===== config.mk =====
export PLATFORM = sky130hd
export DESIGN_NAME = nz_pair_encoder_flat
export DESIGN_NICKNAME = d
export VERILOG_FILES = /design/src/rtl/nz_pair_encoder_pkg.sv /design/src/rtl/nz_pair_encoder_if.sv /design/src/rtl/nz_pair_encoder_lowest2_find.sv /design/src/rtl/nz_pair_encoder.sv /design/src/flat_wrapper.sv
export SDC_FILE = /design/constraint.sdc
export NUM_CORES = 1
export LEC_CHECK = 0
export BUFFER_PORTS_ARGS = -buffer_cell sky130_fd_sc_hd__buf_4
export CORE_MARGIN = 10
export CORE_UTILIZATION = 45
export DETAILED_ROUTE_END_ITERATION = 10
export PLACE_DENSITY = 0.71
export SLEW_MARGIN = 20
export SYNTH_ARGS = -nofsm -noshare
export SYNTH_HDL_FRONTEND = slang
export SYNTH_SLANG_ARGS = --single-unit

===== constraint.sdc =====
create_clock -name clk -period 2 [get_ports clk]
set_input_delay 0.2 -clock clk [delete_from_list [all_inputs] [get_ports clk]]
set_output_delay 0.2 -clock clk [all_outputs]
set_load 0.01 [all_outputs]

===== src/rtl/nz_pair_encoder_pkg.sv =====
// nz_pair_encoder_pkg: shared FSM states and sel-pair packing helpers for the sparsity path.
package nz_pair_encoder_pkg;
    typedef enum logic {ST_IDLE, ST_EMIT} state_t;
    // Pairs are packed {left, right}, matching the reduction mux sel layout.
    function automatic int sel_left_lsb(input int w);
        return w;
    endfunction
    function automatic int sel_right_lsb(input int w);
        return 0;
    endfunction
endpackage


===== src/rtl/nz_pair_encoder_if.sv =====
// nz_pair_encoder_if: dense-group input stream and sel/data pair output stream.
interface nz_pair_encoder_if #(
    parameter int DW_DATA = 8,
    parameter int NUM_IN  = 4,
    parameter int SEL_IN  = 2
);
    logic [DW_DATA*NUM_IN-1:0] in_data;
    logic                      in_valid;
    logic                      in_ready;
    logic [DW_DATA*2-1:0]      out_data;
    logic [SEL_IN*2-1:0]       out_sel;
    logic [1:0]                out_mask;
    logic                      out_last;
    logic                      out_valid;
    logic                      out_ready;
    modport master (
        output in_data, in_valid, out_ready,
        input  in_ready, out_data, out_sel, out_mask, out_last, out_valid
    );
    modport slave (
        input  in_data, in_valid, out_ready,
        output in_ready, out_data, out_sel, out_mask, out_last, out_valid
    );
endinterface


===== src/rtl/nz_pair_encoder_lowest2_find.sv =====
// nz_lowest2_find: two-level priority encoder returning the lowest and next-lowest set bits.
module nz_lowest2_find #(
    parameter int NUM_IN = 4,
    parameter int SEL_IN = 2
) (
    input  logic [NUM_IN-1:0] mask,
    output logic              found_l,
    output logic [SEL_IN-1:0] l_idx,
    output logic              found_r,
    output logic [SEL_IN-1:0] r_idx
);
    logic [NUM_IN-1:0] rest;
    always_comb begin
        found_r = 1'b0;
        r_idx   = '0;
        found_l = 1'b0;
        l_idx   = '0;
        for (int i = NUM_IN - 1; i >= 0; i--) begin
            if (mask[i]) begin
                found_r = 1'b1;
                r_idx   = SEL_IN'(i);
            end
        end
        rest = mask & ~(NUM_IN'(found_r) << r_idx);
        for (int i = NUM_IN - 1; i >= 0; i--) begin
            if (rest[i]) begin
                found_l = 1'b1;
                l_idx   = SEL_IN'(i);
            end
        end
    end
endmodule


===== src/rtl/nz_pair_encoder.sv =====
// nz_pair_encoder: emits the nonzero elements of a dense group two per beat with their lane indices.
module nz_pair_encoder
    import nz_pair_encoder_pkg::*;
#(
    parameter int DW_DATA = 8,
    parameter int NUM_IN  = 4,
    parameter int SEL_IN  = 2
) (
    input logic clk,
    input logic rst_n,
    nz_pair_encoder_if.slave bus
);
    if (SEL_IN != $clog2(NUM_IN)) begin : g_sel_check
        $error("SEL_IN must equal $clog2(NUM_IN)");
    end

    state_t                    state, nxt;
    logic [DW_DATA*NUM_IN-1:0] grp;
    logic [NUM_IN-1:0]         rem, nz, clr, rest;
    logic                      found_l, found_r, accept, fire, last, emit;
    logic [SEL_IN-1:0]         l_idx, r_idx, sel_l, sel_r;
    logic [DW_DATA-1:0]        dat_l, dat_r;

    nz_lowest2_find #(.NUM_IN(NUM_IN), .SEL_IN(SEL_IN)) u_find (
        .mask    (rem),
        .found_l (found_l),
        .l_idx   (l_idx),
        .found_r (found_r),
        .r_idx   (r_idx)
    );

    assign emit         = rst_n && state == ST_EMIT;
    assign bus.in_ready = rst_n && state == ST_IDLE;
    assign accept       = bus.in_valid && bus.in_ready;
    assign fire         = emit && bus.out_ready;
    assign clr          = (NUM_IN'(found_r) << r_idx) | (NUM_IN'(found_l) << l_idx);
    assign rest         = rem & ~clr;
    assign last         = rest == '0;

    always_comb begin
        nz = '0;
        for (int i = 0; i < NUM_IN; i++) nz[i] = bus.in_data[i*DW_DATA +: DW_DATA] != '0;
    end

    always_comb begin
        nxt = state;
        if (state == ST_IDLE) nxt = accept ? ST_EMIT : ST_IDLE;
        else nxt = (fire && last) ? ST_IDLE : ST_EMIT;
    end

    always_ff @(posedge clk) begin
        if (!rst_n) begin
            state <= ST_IDLE;
            grp   <= '0;
            rem   <= '0;
        end else begin
            state <= nxt;
            if (accept) begin
                grp <= bus.in_data;
                rem <= nz;
            end else if (fire) begin
                rem <= rest;
            end
        end
    end

    // Outputs depend only on registered state; everything is zeroed outside EMIT.
    always_comb begin
        sel_l = (emit && found_l) ? l_idx : '0;
        sel_r = (emit && found_r) ? r_idx : '0;
        dat_l = (emit && found_l) ? grp[l_idx*DW_DATA +: DW_DATA] : '0;
        dat_r = (emit && found_r) ? grp[r_idx*DW_DATA +: DW_DATA] : '0;
    end

    assign bus.out_valid = emit;
    assign bus.out_last  = emit && last;
    assign bus.out_mask  = emit ? {found_l, found_r} : 2'b00;
    assign bus.out_data  = {dat_l, dat_r};
    assign bus.out_sel[sel_left_lsb(SEL_IN) +: SEL_IN]  = sel_l;
    assign bus.out_sel[sel_right_lsb(SEL_IN) +: SEL_IN] = sel_r;
endmodule


===== src/flat_wrapper.sv =====
// flat-port wrapper written by rule: the top's interface ports become plain ports
module nz_pair_encoder_flat import nz_pair_encoder_pkg::*;
#(
    parameter int DW_DATA = 8,
    parameter int NUM_IN  = 4,
    parameter int SEL_IN  = 2
)
  (clk, rst_n, bus_in_data, bus_in_valid, bus_out_ready, bus_in_ready, bus_out_data, bus_out_sel, bus_out_mask, bus_out_last, bus_out_valid);
  nz_pair_encoder_if #(.DW_DATA(DW_DATA), .NUM_IN(NUM_IN), .SEL_IN(SEL_IN)) bus_i ();
  input logic clk;
  input logic rst_n;
  input wire logic [$bits(bus_i.in_data)-1:0] bus_in_data;
  input wire logic [$bits(bus_i.in_valid)-1:0] bus_in_valid;
  input wire logic [$bits(bus_i.out_ready)-1:0] bus_out_ready;
  output wire logic [$bits(bus_i.in_ready)-1:0] bus_in_ready;
  output wire logic [$bits(bus_i.out_data)-1:0] bus_out_data;
  output wire logic [$bits(bus_i.out_sel)-1:0] bus_out_sel;
  output wire logic [$bits(bus_i.out_mask)-1:0] bus_out_mask;
  output wire logic [$bits(bus_i.out_last)-1:0] bus_out_last;
  output wire logic [$bits(bus_i.out_valid)-1:0] bus_out_valid;
  assign bus_i.in_data = bus_in_data;
  assign bus_i.in_valid = bus_in_valid;
  assign bus_i.out_ready = bus_out_ready;
  assign bus_in_ready = bus_i.in_ready;
  assign bus_out_data = bus_i.out_data;
  assign bus_out_sel = bus_i.out_sel;
  assign bus_out_mask = bus_i.out_mask;
  assign bus_out_last = bus_i.out_last;
  assign bus_out_valid = bus_i.out_valid;
  nz_pair_encoder #(.DW_DATA(DW_DATA), .NUM_IN(NUM_IN), .SEL_IN(SEL_IN)) u_core (.clk(clk), .rst_n(rst_n), .bus(bus_i));
endmodule

# Word level (Yosys, flattened, before mapping)
# Cells that the tools add are included.
# totals
regBits	37
inputBits	36
output_inout_bits	25
wordCells	53
# classes
shifts	4
mux	26
bitwise_logic	6
n_reduce_logical	14
# ops
op	n
$shiftx A32 B6 Y8	2
$reduce_bool A8 Y1	4
$mux W2	11
$mux W8	2
$mux W1	11
$and A4 B4 Y4	2
$logic_and A1 B1 Y1	8
$mux W4	2
$not A4 Y4	2
$shl A1 B2 Y4	2
$logic_not A4 Y1	1
$or A4 B4 Y4	1
$reduce_bool A2 Y1	1
$not A1 Y1	1

# Longest topological paths before layout
# Gate-level depths: netlist of run 1.
# logic_depth
word_depth	19
ltp_mapped	6
depth_no_buf	5

# Modules after synthesis
# A second synthesis of run 1 with hierarchy kept.
# unflattened
hier_cells	263
hier_area_um2	2215.9
# modules_own_cells
module	instances	cells_per_inst	area_per_inst_um2	seq_area_each_um2
nz_pair_encoder	1	248	2139.6	740.7
nz_lowest2_find	1	15	76.3	0.0

# Worst setup path after synthesis of run 1
# OpenSTA, ideal clock, no wires.
# synth_timing
path_type	register -> output
start	register u_core.rem[0]
end	output port bus_out_data[14]
arrival_ns	1.347
required_ns	1.800
path_slack_ns	0.453
stages_incl_launch_ff	5
n_path_buf	1
cell_sequence	dfxtp_1 > buf_2 > xnor2_1 > o22ai_1 > nor3_1
# synth_between
elab_chain_cells	10
word_cells_on_any_way	16
classes_between	shift: 2; mux: 11; bitwise: 2; reduce/logical: 1
# synth_rtl
item	line	text
start: declaration	nz_pair_encoder.sv:19	logic [NUM_IN-1:0] rem, nz, clr, rest;
start signal: assignment	nz_pair_encoder.sv:60	rem <= nz;
start signal: assignment	nz_pair_encoder.sv:62	rem <= rest;
$mux W1 / $mux W2 (equally long branches)	nz_pair_encoder_lowest2_find.sv:19	if (mask[i]) begin
$shl A1 B2 Y4	nz_pair_encoder_lowest2_find.sv:24	rest = mask & ~(NUM_IN'(found_r) << r_idx);
$not A4 Y4	nz_pair_encoder_lowest2_find.sv:24	
$and A4 B4 Y4 (*)	nz_pair_encoder_lowest2_find.sv:24	
$mux W2 / $mux W1 (equally long branches) (4 in series)	nz_pair_encoder_lowest2_find.sv:26	if (rest[i]) begin
$shiftx A32 B6 Y8 / $logic_and A1 B1 Y1 (equally long branches)	nz_pair_encoder.sv:71	dat_l = (emit && found_l) ? grp[l_idx*DW_DATA +: DW_DATA] : '0;
$mux W8 (*)	nz_pair_encoder.sv:71	
end: declaration	flat_wrapper.sv:16	output wire logic [$bits(bus_i.out_data)-1:0] bus_out_data;
# Every way passes the cells marked *; elsewhere a longest branch is shown, timed or not.

# Worst setup path in the final report of run 1
# layout_timing
start	register u_core.rem[2]
end	output port bus_out_data[11]
# layout_between
elab_chain_cells	12
word_cells_on_any_way	20
classes_between	shift: 2; mux: 15; bitwise: 2; reduce/logical: 1
# layout_rtl
item	line
$mux W1 / $mux W2 (equally long branches) (3 in series)	nz_pair_encoder_lowest2_find.sv:19
$shl A1 B2 Y4	nz_pair_encoder_lowest2_find.sv:24
$not A4 Y4	nz_pair_encoder_lowest2_find.sv:24
$and A4 B4 Y4 (*)	nz_pair_encoder_lowest2_find.sv:24
$mux W2 / $mux W1 (equally long branches) (4 in series)	nz_pair_encoder_lowest2_find.sv:26
$shiftx A32 B6 Y8 / $logic_and A1 B1 Y1 (equally long branches)	nz_pair_encoder.sv:71
$mux W8 (*)	nz_pair_encoder.sv:71
# Marks and branches as above.

==> results of run 1 <==
per-stage QoR:
stage | hold WS, ps | setup TNS [ps]
after global placement | 407 | 0
final | 109 | 0
after CTS | 102 | 0
after floorplan | 309 | 0
after detailed placement | 410 | 0
after global routing | 113 | -3.77
final cells by class:
| cell class | instances | area share |
|---|---|---|
| Tap cell | 52 | 0.0247 |
| Multi-Input combinational cell | 213 | 0.459 |
| Sequential cell | 37 | 0.287 |
| Inverter | 5 | 0.00713 |
| Clock buffer | 5 | 0.0261 |
| Timing Repair Buffer | 66 | 0.188 |
| Clock inverter | 3 | 0.00808 |
logic make-up after synthesis:
group | after synthesis | synth area share
mux | 16 | 0.0790
flops | 37 | 0.365
buf+inv | 23 | 0.0537
fa+ha+maj | 1 | 0.00494
xor+xnor | 1 | 0.00432
simple gates | 122 | 0.276
compound gates | 73 | 0.217
sequential cells by signal, summed over array words and instances, names as in the netlist:
| signal | flops |
|---|---|
| u_core.grp | 32 |
| u_core.rem | 4 |
| u_core.state | 1 |
report_power, final:
part	leakage, nW	total, mW	internal (mW)	switching, mW
registers	0.308	0.862	0.794	0.0682
clock network	0.0445	0.532	0.247	0.285
logic	0.723	0.371	0.185	0.186
worst max path at each step:
stage | startpoint | slack (ps) | to
4_1_cts | u_core.rem[2]$_SDFFE_PN0P_ | 20 | bus_out_data[12]
3_5_place_dp | u_core.rem[1]$_SDFFE_PN0P_ | 180 | bus_out_data[8]
3_3_place_gp | u_core.rem[0]$_SDFFE_PN0P_ | 230 | bus_out_data[11]
6_report | u_core.rem[2]$_SDFFE_PN0P_ | 70 | bus_out_data[11]
5_1_grt | u_core.rem[2]$_SDFFE_PN0P_ | -4 | bus_out_data[11]
2_1_floorplan | u_core.rem[0]$_SDFFE_PN0P_ | 450 | bus_out_data[14]
worst max-delay path, stage by stage, from the launching register on:
cell     delay, ps
dfxtp_4        430
nor3b_1        340
nand2_2        200
o22ai_1        230
nor3_1          80
buf_4          150
routing by layer:
layer | GRT usage | part of all wire | up-vias | wire length, um
met2 | 0.245 | 0.47 | 73 | 2820
met4 | 0.0348 | 0.0060 | 0 | 36
met5 | 0 | 0 | - | 0
met3 | 0.0478 | 0.087 | 4 | 525
li1 | - | - | 1071 | -
met1 | 0.205 | 0.44 | 956 | 2640
cells in the mapped netlist, drive strengths merged:
cell	n	area, um2
dfxtp	37	741
nand2	73	277
xnor2	1	8.76
inv	5	18.8
nor2b	2	12.5
o21a	3	22.5
maj3	1	10.0
and2	1	6.26
o31a	8	70.1
nand2b	10	62.6
a311oi	1	8.76
o2111ai	1	8.76
a21oi	6	30.0
o22ai	16	100
nor2	10	40.0
and3	4	25.0
nand3	1	5.00
mux2i	16	160
nor3	10	61.3
o21ai	36	180
or3	1	6.26
nor4	9	56.3
a221oi	1	8.76
buf	11	63.8
o21bai	1	11.3
nor3b	1	7.51
clkbuf	7	26.3
==> impl_metrics.py, run 1 <==
metrics = {
    "outcome": {
        "outcome": "finished, final reports clean",
    },
    "power": {
        "power.leakage_nw": 1.08,
        "p_per_area_nw_per_um2": 670,
        "power.total_mw": 1.77,
        "vdd_drop_max_mv": 0.526,
    },
    "hold_path": {
        "hold-path-endpoint": "u_core.grp[5]$_SDFFE_PN0P_",
        "hold_path.startpoint": "bus_in_data[5]",
        "hold_depth": 3,
        "hp-class": "in -> reg",
    },
    "sta": {
        "relSlewSlack": 0.726,
        "hold_viol": 0,
        "period_share": 0.963,
        "period_needed_ps": 1930,
        "setup_viol": 0,
        "setup_slack_ps": 73.4,
        "drv_slew": 0,
        "clock.fmax_ghz": 0.519,
        "skew_ps": 4.45,
        "tightest_slew_ps": 407,
    },
    "finish": {
        "final_area_um2": 2630,
        "fin_cells": 381,
        "layout-drive-gt1-share": 0.274,
        "fillers": 426,
        "final_util": 0.605,
        "final_common_cell": "nand2_1",
        "syn2layout_area_growth_pct": 29.8,
        "diodes": 0,
        "layout_common_cells": "nand2_1, buf_4, o21ai_0",
        "multi_input_area_um2": 1210,
        "regArea_um2": 756,
        "fin_nets": 364,
    },
    "cts": {
        "tritoncts": "yes",
        "cts_buffer_depth": 2,
        "hold_buffers": 0,
        "numCtsBuffers": 5,
        "cts.htree.levels": 2,
        "post_cts_resized": 5,
        "post_cts_buffers": 0,
        "path_clk_slew_ps": 80,
        "cts.sinks": 37,
        "worst_skew_pair.late_latency_ps": 290,
        "cts-root-buf": "clkbuf_8",
    },
    "global_routing": {
        "antenna_found_initial": 0,
        "track_usage": 0.156,
        "grt_max_degree": 39,
        "grt_pass1_wl_um": 9750,
        "grt_overflow": 0,
        "first_global_vias": 1984,
    },
    "floorplan": {
        "die_area_um2": 7590,
        "io_pins": 61,
        "std_cell_rows": 24,
        "die_w_um": 87.1,
        "core-area_um2": 4350,
        "start_util": 0.466,
        "die_height_um": 87.1,
    },
    "synthesis": {
        "synth_nets": 309,
        "synth-seq-area-share": 0.365,
        "netlist_area_um2": 2030,
        "synth_seq_cells": 37,
        "synth_warnings": 0,
        "synth.distinct_cells": 34,
        "syn_inst": 273,
        "syn_area_per_cell_um2": 7.43,
    },
    "route": {
        "drtAntennaViolNets": 0,
        "drt-total-wl_um": 6020,
        "routedWlPerCell_um": 15.8,
        "dr.pass1.iters": 4,
        "drt_iter0_drc": 210,
        "drc_errors": 0,
        "vias": 2104,
        "via_per_inst": 5.52,
    },
    "place": {
        "globalplace.congestion": 0.856,
        "dp_slack_ps": 180,
        "placed_area_um2": 2500,
        "portBuffers": 60,
        "dpl.cell_count": 373,
        "dp_hpwl_um": 4570,
    },
    "critical_path": {
        "worstSetupPathType": "reg -> out",
        "r2r-end": "u_core.rem[2]$_SDFFE_PN0P_",
        "r2r_cells": 3,
        "r2r-start": "u_core.rem[0]$_SDFFE_PN0P_",
        "r2r_setup_slack_ps": 730,
        "crit_fanout": 13,
        "worstPathArrival_ps": 1730,
        "worst_setup_path_start_kind": "flop",
        "end_kind": "output port",
        "required_ps": 1800,
    },
    "job": {
        "maxCapViolations": 0,
    },
}
Power figures use the tool's default switching activity.
==> run 2: changes to the inputs <==
--- a/config.mk
+++ b/config.mk
@@ -7,9 +7,8 @@
 export LEC_CHECK = 0
 export BUFFER_PORTS_ARGS = -buffer_cell sky130_fd_sc_hd__buf_4
 export CORE_MARGIN = 10
-export CORE_UTILIZATION = 45
+export CORE_UTILIZATION = 31
 export DETAILED_ROUTE_END_ITERATION = 10
-export PLACE_DENSITY = 0.71
 export SLEW_MARGIN = 20
 export SYNTH_ARGS = -nofsm -noshare
 export SYNTH_HDL_FRONTEND = slang
==> impl_metrics.py, run 2 (same netlist as run 1, synthesis figures left out) <==
metrics = {
    "global_routing": {
        "busiest_layer": "met2",
        "grt_pass1_wl_um": 10300,
        "track_usage": 0.125,
        "met2_usage": 0.192,
        "use_met1": 0.159,
        "grt_max_degree": 37,
        "grtUsageMet3": 0.0377,
        "antenna_found_initial": 0,
        "grt_overflow": 0,
        "first_global_vias": 2076,
    },
    "cts": {
        "cts_buffer_depth": 2,
        "hold_buffers": 0,
        "worst_skew_pair.late_latency_ps": 290,
        "path_clk_slew_ps": 80,
        "tritoncts": "yes",
        "numCtsBuffers": 5,
        "cts.htree.levels": 2,
        "cts.sinks": 37,
        "cts-root-buf": "clkbuf_8",
    },
    "route": {
        "vias": 2160,
        "drtAntennaViolNets": 0,
        "drt_iter0_drc": 109,
        "via_per_inst": 5.19,
        "drc_errors": 0,
        "routedWlPerCell_um": 16.0,
        "dr.pass1.iters": 4,
        "drt-total-wl_um": 6670,
    },
    "critical_path": {
        "worstPathArrival_ps": 1830,
        "max_stage_delay_ps": 460,
        "crit_slowest_cell": "dfxtp_1",
        "end_kind": "output port",
        "crit_fanout": 8,
        "worst_setup_path_start_kind": "flop",
        "required_ps": 1800,
        "path_cells": "nor2_2 -> nor3_4 -> clkbuf_16 -> mux2i_1 -> o22ai_1 -> buf_4",
        "worstSetupPathType": "reg -> out",
    },
    "finish": {
        "fin_cells": 416,
        "fin_nets": 374,
        "syn2layout_area_growth_pct": 40.0,
        "regMostFlops": "u_core.grp",
        "reg.largest.list": "u_core.grp: 32 flops, u_core.rem: 4 flops, u_core.state: 1 flops",
        "layout-drive-gt1-share": 0.298,
        "final_area_um2": 2840,
        "largest_reg_flops": 32,
        "layout_common_cells": "nand2_1, buf_4, o21ai_0",
        "fillers": 650,
        "diodes": 0,
        "final_common_cell": "nand2_1",
    },
    "sta": {
        "tightest_slew_ps": 481,
        "grt_setup_unrepaired": "true",
        "period_needed_ps": 2030,
        "drv_slew": 0,
        "setup_viol": 1,
        "clock.fmax_ghz": 0.493,
        "setup_slack_ps": -28.7,
        "period_share": 1.01,
        "hold_viol": 0,
        "skew_ps": 9.72,
        "relSlewSlack": 0.677,
        "holdWs_ps": 109,
    },
    "place": {
        "placed_area_um2": 2590,
        "globalplace.congestion": 0.973,
        "portBuffers": 60,
        "dpl.cell_count": 403,
        "dp_hpwl_um": 5050,
    },
    "floorplan": {
        "std_cell_rows": 29,
        "core-area_um2": 6350,
        "die_area_um2": 10200,
        "start_util": 0.319,
        "die_w_um": 101,
        "io_pins": 61,
        "die_height_um": 101,
    },
    "power": {
        "clockPowerShare": 0.330,
        "power.leakage_nw": 1.16,
        "power.switching_uw": 539,
        "power_frac_seq": 0.442,
        "vdd_drop_max_mv": 0.553,
        "comb_power_share": 0.228,
        "internal-power_mw": 1.40,
        "p_per_area_nw_per_um2": 681,
        "swShare": 0.279,
        "power.total_mw": 1.94,
    },
    "hold_path": {
        "hp-class": "in -> reg",
    },
    "job": {
        "maxCapViolations": 0,
    },
    "outcome": {
        "violations": "setup timing",
        "outcome": "complete, but fails checks",
    },
}
## run 2: cell types whose count changed in the layout (fill, tap and decap cells not counted), moves of 2 or more
cell     previous run  this run
buf_12              0         3
buf_4              66        69
buf_6               0         3
nor3_1              9         7
nor3_2              0         2
o22ai_1            16        14
o22ai_2             0         2
## run 2: critical path, delay by kind of cell, from the launching register on
family          cells  cell delay (ps)
flops               1              460
mux                 1              250
simple gates        2              330
buf+inv             2              380
compound gates      1              120
## run 2: timing repair
item                       in CTS  in global routing
setup endpoints to repair       6                 16
pin swaps                       0                  5
gates resized for setup         2                 17
cloned                          0                  1
setup buffers                   0                  4
## run 2: per-stage QoR
stage	setup TNS [ps]	util	worst slack, ps
finish	-28.7	0.447	-28.7
global route	-197	0.447	-92.1
floorplan	0	-	453
global placement	0	0.408	313
detailed placement	0	0.408	310
CTS	0	0.427	30.3
## run 2: worst paths after layout
| kind | endpoint | cells past startpoint | start | slack, ps |
|---|---|---|---|---|
| hold / removal | u_core.grp[20]$_SDFFE_PN0P_ | 3 | bus_in_data[20] | 110 |
| hold reg to reg | u_core.grp[7]$_SDFFE_PN0P_ | 2 | u_core.grp[7]$_SDFFE_PN0P_ | 470 |
| setup / recovery | bus_out_data[3] | 6 | u_core.rem[3]$_SDFFE_PN0P_ | -30 |
| setup reg to reg | u_core.rem[2]$_SDFFE_PN0P_ | 5 | u_core.rem[0]$_SDFFE_PN0P_ | 610 |
## run 2: final cells by class
class / instances / area [um2] / area share
multi-input combinational: 213 / 1220 / 0.431
clock inverter: 2 / 38.8 / 0.0137
inverter: 5 / 18.8 / 0.00661
sequential: 37 / 752 / 0.265
clock buffer: 6 / 72.6 / 0.0256
timing repair buffer: 76 / 637 / 0.224
tap: 77 / 96.3 / 0.0339
## run 2: power by group through the flow
stage                     Clock, mW  Sequential (mW)  Combinational [mW]
after floorplan                   0            0.844               0.253
after global placement            0            0.870               0.390
after detailed placement          0            0.868               0.393
after CTS                     0.651            0.852               0.396
after global routing          0.677            0.861               0.485
final                         0.639            0.855               0.441
## run 2: metal layers
layer / share of wire / up-vias
met4: 0.020 / 0
met1: 0.44 / 978
met5: 0 / -
met2: 0.46 / 72
met3: 0.072 / 13
li1: - / 1097
==> run 3: changes to the inputs <==
--- a/config.mk
+++ b/config.mk
@@ -6,9 +6,12 @@
 export NUM_CORES = 1
 export LEC_CHECK = 0
 export BUFFER_PORTS_ARGS = -buffer_cell sky130_fd_sc_hd__buf_4
+export CELL_PAD_IN_SITES_DETAIL_PLACEMENT = 2
+export CELL_PAD_IN_SITES_GLOBAL_PLACEMENT = 2
 export CORE_MARGIN = 10
-export CORE_UTILIZATION = 31
+export CORE_UTILIZATION = 28
 export DETAILED_ROUTE_END_ITERATION = 10
+export PLACE_DENSITY_LB_ADDON = 0.1
 export SLEW_MARGIN = 20
 export SYNTH_ARGS = -nofsm -noshare
 export SYNTH_HDL_FRONTEND = slang
==> impl_metrics.py, run 3 (same netlist as run 1, synthesis figures left out) <==
metrics = {
    "outcome": {
        "outcome": "finished, final reports clean",
    },
    "route": {
        "routedWlPerCell_um": 18.3,
        "drt_iter0_drc": 47,
        "drt-total-wl_um": 7840,
        "drc_errors": 0,
        "vias": 2147,
        "via_per_inst": 5.02,
        "drtAntennaViolNets": 0,
        "dr.pass1.iters": 4,
    },
    "critical_path": {
        "crit_family": "buffers and inverters",
        "path_cells": "buf_6 -> nor3_4 -> buf_12 -> mux2i_2 -> o22ai_2 -> buf_4",
        "startpoint": "u_core.rem[0]$_SDFFE_PN0P_",
        "worstPathArrival_ps": 1770,
        "crit_slowest_cell": "dfxtp_4",
        "required_ps": 1800,
        "worst_setup_path_start_kind": "flop",
        "worst-path-buf-inv": 3,
        "max_stage_delay_ps": 400,
        "end_kind": "output port",
        "worstSetupPathType": "reg -> out",
        "crit_fanout": 16,
        "r2r_setup_slack_ps": 530,
        "r2r-start": "u_core.state$_SDFF_PN0_",
    },
    "finish": {
        "final_area_um2": 2750,
        "final_common_cell": "nand2_1",
        "layout_common_cells": "nand2_1, buf_4, o21ai_0",
        "fin_nets": 367,
        "largest_reg_flops": 32,
        "syn2layout_area_growth_pct": 35.7,
        "fillers": 850,
        "diodes": 0,
        "reg.largest.list": "u_core.grp: 32 flops, u_core.rem: 4 flops, u_core.state: 1 flops",
        "layout-drive-gt1-share": 0.286,
        "regMostFlops": "u_core.grp",
        "final_util": 0.398,
    },
    "sta": {
        "grt_setup_unrepaired": "true",
        "period_needed_ps": 1970,
        "period_share": 0.983,
        "holdWs_ps": 108,
        "drv_slew": 0,
        "clock.fmax_ghz": 0.509,
        "tightest_slew_ps": 407,
        "relSlewSlack": 0.726,
        "skew_ps": 4.58,
        "setup_viol": 0,
        "hold_viol": 0,
    },
    "floorplan": {
        "die_area_um2": 11000,
        "core-area_um2": 6910,
        "io_pins": 61,
        "start_util": 0.294,
        "die_height_um": 105,
        "die_w_um": 105,
        "std_cell_rows": 30,
    },
    "place": {
        "globalplace.congestion": 0.795,
        "placed_area_um2": 2600,
        "portBuffers": 60,
        "dp_hpwl_um": 6020,
    },
    "power": {
        "power.leakage_nw": 1.10,
        "vdd_drop_max_mv": 0.367,
        "p_per_area_nw_per_um2": 662,
    },
    "cts": {
        "post_cts_buffers": 0,
        "tritoncts": "yes",
        "numCtsBuffers": 5,
        "cts.sinks": 37,
        "path_clk_slew_ps": 80,
        "cts_buffer_depth": 2,
        "cts.htree.levels": 2,
        "cts-root-buf": "clkbuf_8",
        "hold_buffers": 0,
        "post_cts_resized": 3,
        "worst_skew_pair.late_latency_ps": 290,
    },
    "global_routing": {
        "grt_pass1_wl_um": 12400,
        "grt_overflow": 0,
        "antenna_found_initial": 0,
        "first_global_vias": 2282,
        "grt_max_degree": 36,
        "track_usage": 0.137,
    },
    "job": {
        "maxCapViolations": 0,
    },
    "hold_path": {
        "hold_path.startpoint": "bus_in_data[31]",
        "hp-class": "in -> reg",
    },
}
-- run 3: layer usage --
layer / track usage / vias to the layer above / routed length [um]
met5: 0 / - / 0
met4: 0.0265 / 0 / 47
met3: 0.0307 / 5 / 257
met2: 0.218 / 40 / 3620
met1: 0.186 / 1025 / 3920
li1: - / 1077 / -
-- run 3: layout make-up --
type	count	area (um2)	share of cell area
timing repair buffer	69	551	0.200
tap	96	120	0.0437
inverter	5	18.8	0.00682
sequential	37	749	0.272
clock buffer	5	68.8	0.0250
multi-input combinational	213	1220	0.444
clock inverter	3	21.3	0.00773
-- run 3: per-stage QoR --
| step | TNS (ps) | total power, mW | std cells | worst slack (ps) |
|---|---|---|---|---|
| global placement | 0 | 1.27 | 420 | 255 |
| detailed placement | 0 | 1.28 | 420 | 239 |
| floorplan | 0 | 1.10 | 273 | 453 |
| global route | -129 | 1.94 | 428 | -41.2 |
| CTS | 0 | 1.83 | 428 | 20.0 |
| finish | 0 | 1.82 | 428 | 34.0 |
-- run 3: path summary, 6_finish.rpt --
path | endpoint | depth (start not counted)
worst min-delay path | u_core.grp[31]$_SDFFE_PN0P_ | 3
worst max register to register | u_core.grp[9]$_SDFFE_PN0P_ | 4
worst max-delay path | bus_out_data[4] | 6
worst min register to register | u_core.grp[5]$_SDFFE_PN0P_ | 2
-- run 3: where the power goes --
part,internal [mW],leakage [nW],switching [mW]
clock,0.247,0.0445,0.296
combinational,0.202,0.747,0.213
sequential,0.794,0.307,0.0690
-- run 3: worst reg2reg max path, cell delays in order, from the launching register on --
cell and delay (ps):
dfxtp_1 340, nor2b_1 190, and2_2 420, buf_4 280, o21ai_0 120
